### src/rtl/shift_add_multiplier.sv
// Sequential unsigned WIDTH x WIDTH shift-add multiplier controller.
// Drives an external ripple adder each RUN cycle and shifts its result into {ACC,Q}.
module shift_add_multiplier #(
  parameter int WIDTH = 4,
  parameter int CNT_W = 2
) (
  input  logic               clk,
  input  logic               rst_n,
  input  logic               start,
  input  logic [WIDTH-1:0]   mcand,
  input  logic [WIDTH-1:0]   mplier,
  output logic               busy,
  output logic               done,
  output logic [2*WIDTH-1:0] product,
  output logic [WIDTH-1:0]   add_a,
  output logic [WIDTH-1:0]   add_b,
  output logic               add_c0,
  input  logic [WIDTH-1:0]   add_s,
  input  logic               add_c4
);

  typedef enum logic [1:0] {
    IDLE = 2'd0,
    RUN  = 2'd1,
    DONE = 2'd2
  } state_t;

  localparam int PW = 2*WIDTH + 1;
  localparam logic [CNT_W-1:0] LAST = CNT_W'(WIDTH - 1);

  state_t           state;
  state_t           state_nxt;
  logic [WIDTH-1:0] m;
  logic [WIDTH-1:0] q;
  logic [WIDTH-1:0] acc;
  logic             c;
  logic [CNT_W-1:0] cnt;
  logic [PW-1:0]    step;
  logic             last_step;

  // C sits just above the shifted window, so it refills from itself (always 0);
  // the adder carry lands in the ACC MSB instead of being dropped.
  assign step      = PW'({c, add_c4, add_s, q} >> 1);
  assign last_step = (cnt == LAST);

  always_ff @(posedge clk or negedge rst_n) begin
    if (!rst_n) state <= IDLE;
    else        state <= state_nxt;
  end

  always_comb begin
    state_nxt = state;
    busy      = 1'b0;
    done      = 1'b0;
    add_a     = '0;
    add_b     = '0;
    add_c0    = 1'b0;
    case (state)
      IDLE: if (start) state_nxt = RUN;
      RUN: begin
        busy  = 1'b1;
        add_a = acc;
        add_b = q[0] ? m : '0;
        if (last_step) state_nxt = DONE;
      end
      DONE: begin
        done      = 1'b1;
        state_nxt = IDLE;
      end
      default: state_nxt = IDLE;
    endcase
  end

  // product is only written on the final RUN edge, so the old result stays visible meanwhile
  always_ff @(posedge clk or negedge rst_n) begin
    if (!rst_n) begin
      m       <= '0;
      q       <= '0;
      acc     <= '0;
      c       <= 1'b0;
      cnt     <= '0;
      product <= '0;
    end else begin
      case (state)
        IDLE: begin
          if (start) begin
            m   <= mcand;
            q   <= mplier;
            acc <= '0;
            c   <= 1'b0;
            cnt <= '0;
          end
        end
        RUN: begin
          {c, acc, q} <= step;
          cnt         <= last_step ? '0 : cnt + 1'b1;
          if (last_step) product <= step[2*WIDTH-1:0];
        end
        default: ;
      endcase
    end
  end

endmodule
### config.mk
export PLATFORM = sky130hd
export DESIGN_NAME = shift_add_multiplier
export DESIGN_NICKNAME = d
export VERILOG_FILES = /design/src/rtl/shift_add_multiplier.sv
export SDC_FILE = /design/constraint.sdc
export NUM_CORES = 1
export LEC_CHECK = 0
export ABC_AREA = 1
export BUFFER_PORTS_ARGS = -buffer_cell sky130_fd_sc_hd__buf_4
export CELL_PAD_IN_SITES_DETAIL_PLACEMENT = 2
export CELL_PAD_IN_SITES_GLOBAL_PLACEMENT = 2
export CORE_UTILIZATION = 23
export DETAILED_ROUTE_END_ITERATION = 8
export GPL_TIMING_DRIVEN = 1
export PLACE_DENSITY_LB_ADDON = 0.1
export SLEW_MARGIN = 30
export SYNTH_ARGS = -nofsm -noshare
export SYNTH_HDL_FRONTEND = slang
export SYNTH_SLANG_ARGS = --single-unit
export TNS_END_PERCENT = 50
### constraint.sdc
create_clock -name clk -period 1.7 [get_ports clk]
set_input_delay 0.255 -clock clk [delete_from_list [all_inputs] [get_ports clk]]
set_output_delay 0.255 -clock clk [all_outputs]
set_load 0.005 [all_outputs]
==> reports/metrics.yaml <==
final_cell_count_no_fill: 220
endpoint_kind: "output port"
gr-usage-all-layers_pct: 12.78
p_leak_nw: 0.7902
htree_levels: 1
slowest_stage: "dfrtp_1"
clock_sinks: 24
start_util_pct: 24.50
overflow: 0
hpwlAfterDp_um: 2228
vias_per_cell: 4.436
synth_cell_types: 16
clkLatencyLatePin_ns: 0.26
clock_skew_ns: 0.001806
finalHoldViolCount: 0
fin_crit_ns: 1.529
ctsLongestPathBuffers: 2
clkTransAtPathRegs_ns: 0.08
rows: 24
worstPathRequired_ns: 1.44
synth_seq_cells: 24
antennaDiodeCount: 0
synth_xor_xnor_area_share_pct: 0
synth_compound_area_share_pct: 5.936
max_stage_delay_ns: 0.56
p_total_mw: 2.482
min_path_type: "in2reg"
synth_area_per_cell_um2: 8.179
core_um2: 4474
cts.root.buffer_cell: "clkbuf_8"
fillers: 533
critical_path.top_delay_family: "flip-flops"
final-seq-area_um2: 600.6
ys.warnings.count: 0
critPathLaunchType: "flip-flop"
wl_per_cell_um: 13.56
port_buffers: 33
wirelength_um: 2984
violations: "DRC"
final-setup-viol-count: 0
grt_max_degree: 25
path_class: "reg2out"
grt_pass1_wl_um: 4974
outcome: "finished with violations"
antenna_found_initial: 0
synthTopCellsByArea: "dfrtp_1 55%, nand2_1 20%, inv_1 3.8%, nand3_1 3.7%, nor2_1 3.4%"
p_per_area_nw_per_um2: 1726
vias: 976
netlist_area_um2: 1096
synthAdderAreaFrac_pct: 1.142
num_io_pins: 35
synth_top_family_by_area: "simple AND/OR/NAND/NOR gates"
ir_worst_vdd_mv: 0.4339
maxCapViolCount: 0
die_h_um: 71.03
drc_errors: 3
fmax_mhz: 654.1
nets: 187
place_inst: 216
syn_inst: 134
area_delta_synth_final_pct: 31.16
crit_chain: "nand2_4 -> nor2_1 -> buf_4"
place_area_um2: 1381
fin_ws_ns: 0.1712
syn_nets: 151
drive_gt1_share_pct: 27.98
crit_fanout: 16
final_area_um2: 1438
yosys.area.top_type: "dfrtp_1"
drv_slew: 0
die_w_um: 71.03
cp.arrival_ns: 1.27
grt_pass1_vias: 1056
ys_seq_area_share_pct: 54.79
synthSimpleGateAreaFrac_pct: 29.45
cts_tree: "built"
dr.pass1.iters: 6
gp_congestion: 0.7516
synth.area.mux_share_pct: 0
rsz0062_at_grt: "no"
fin_setup_tns_ns: 0
crit_buf_inv: 1
final.period_utilization_pct: 89.93
multi_input_area_um2: 409.1
ant_nets: 0
synth_top_area_share_pct: 54.79
dieArea_um2: 5045
dp_slack_ns: 0.3231
cts_buffers: 3
drtIter0Drc: 26
## worst register-to-register path, cell delays in order (launching register included)
cell	delay, ns
dfrtp_1	0.56
inv_2	0.08
nor2_4	0.13
nand2_2	0.20
inv_1	0.19
nand2_1	0.07
nand2_1	0.07
## metal layers
| layer | vias to the layer above | routed length, µm | GRT usage (%) |
|---|---|---|---|
| met5 | - | 0 | 0 |
| met3 | 2 | 122 | 2.279 |
| met2 | 16 | 1547 | 23.82 |
| li1 | 471 | - | - |
| met4 | 0 | 19 | 4.000 |
| met1 | 487 | 1294 | 14.77 |
## registers in the layout, summed over array words and instances (netlist names)
name     flops
state        2
product      8
acc          4
q            4
cnt          2
m            4
## repair_timing
item / 4_1_cts / 5_1_grt
setup buffers: 0 / 0
setup endpoints to repair: 0 / 8
endpoints found under the hold margin: 24 / 0
hold buffers: 1 / 0
gates resized for setup: 0 / 1
## metrics by stage
| stage | util (%) | hold WS (ns) |
|---|---|---|
| floorplan | - | -0.04059 |
| global placement | 30.87 | 0.1792 |
| detailed placement | 30.87 | 0.1856 |
| CTS | 32.02 | 0.2177 |
| global route | 32.13 | 0.2170 |
| finish | 32.13 | 0.2215 |
## placed cells by master, fill, tap and decap left out, types with 2 or more instances in the layout
| cell | count |
|---|---|
| clkbuf_8 | 3 |
| o21ai_0 | 5 |
| inv_1 | 11 |
| dfrtp_1 | 24 |
| inv_2 | 2 |
| o21ai_2 | 4 |
| nand3_1 | 8 |
| nor2_1 | 10 |
| nand2_1 | 59 |
| buf_4 | 35 |
## cells by family (layout without fill, tap and decap cells)
logic type	after synthesis	in the layout
simple gates	80	80
flops	24	24
buf+inv	18	52
compound gates	10	10
fa+ha+maj	1	1
other cells	1	1
## layout make-up
cell class              count  area share, %
repair buffers             36          18.97
flip-flops and latches     24          41.78
inverters                  13          3.394
well taps                  52          4.526
multi-input cells          92          28.46
clock buffers               3          2.872
## cells in the mapped netlist (all sizes together)
library cell,number
nand3,8
buf,5
conb,1
nor2,11
o21ai,10
dfrtp,24
inv,13
nand2,61
ha,1
## power breakdown
group,switching (mW),total [mW],leakage [nW],internal [mW]
logic,0.588,1.09,0.471,0.501
clock network,0.179,0.338,0.0216,0.158
registers,0.215,1.06,0.298,0.841
total,0.982,2.48,0.790,1.50
## worst paths after layout
kind	from	end	slack [ns]	cells past startpoint
max	state[0]$_DFFE_PN0P_	add_a[0]	0.17	3
min	add_s[0]	product[3]$_DFFE_PN0P_	0.22	3
max reg2reg	state[0]$_DFFE_PN0P_	product[1]$_DFFE_PN0P_	0.35	6
min reg2reg	m[3]$_DFFE_PN0P_	m[3]$_DFFE_PN0P_	0.47	2
max in group asynchronous	rst_n	q[2]$_DFFE_PN0P_	1.02	2
min in group asynchronous	rst_n	acc[2]$_DFFE_PN0P_	0.44	2
Power figures use the tool's default switching activity.
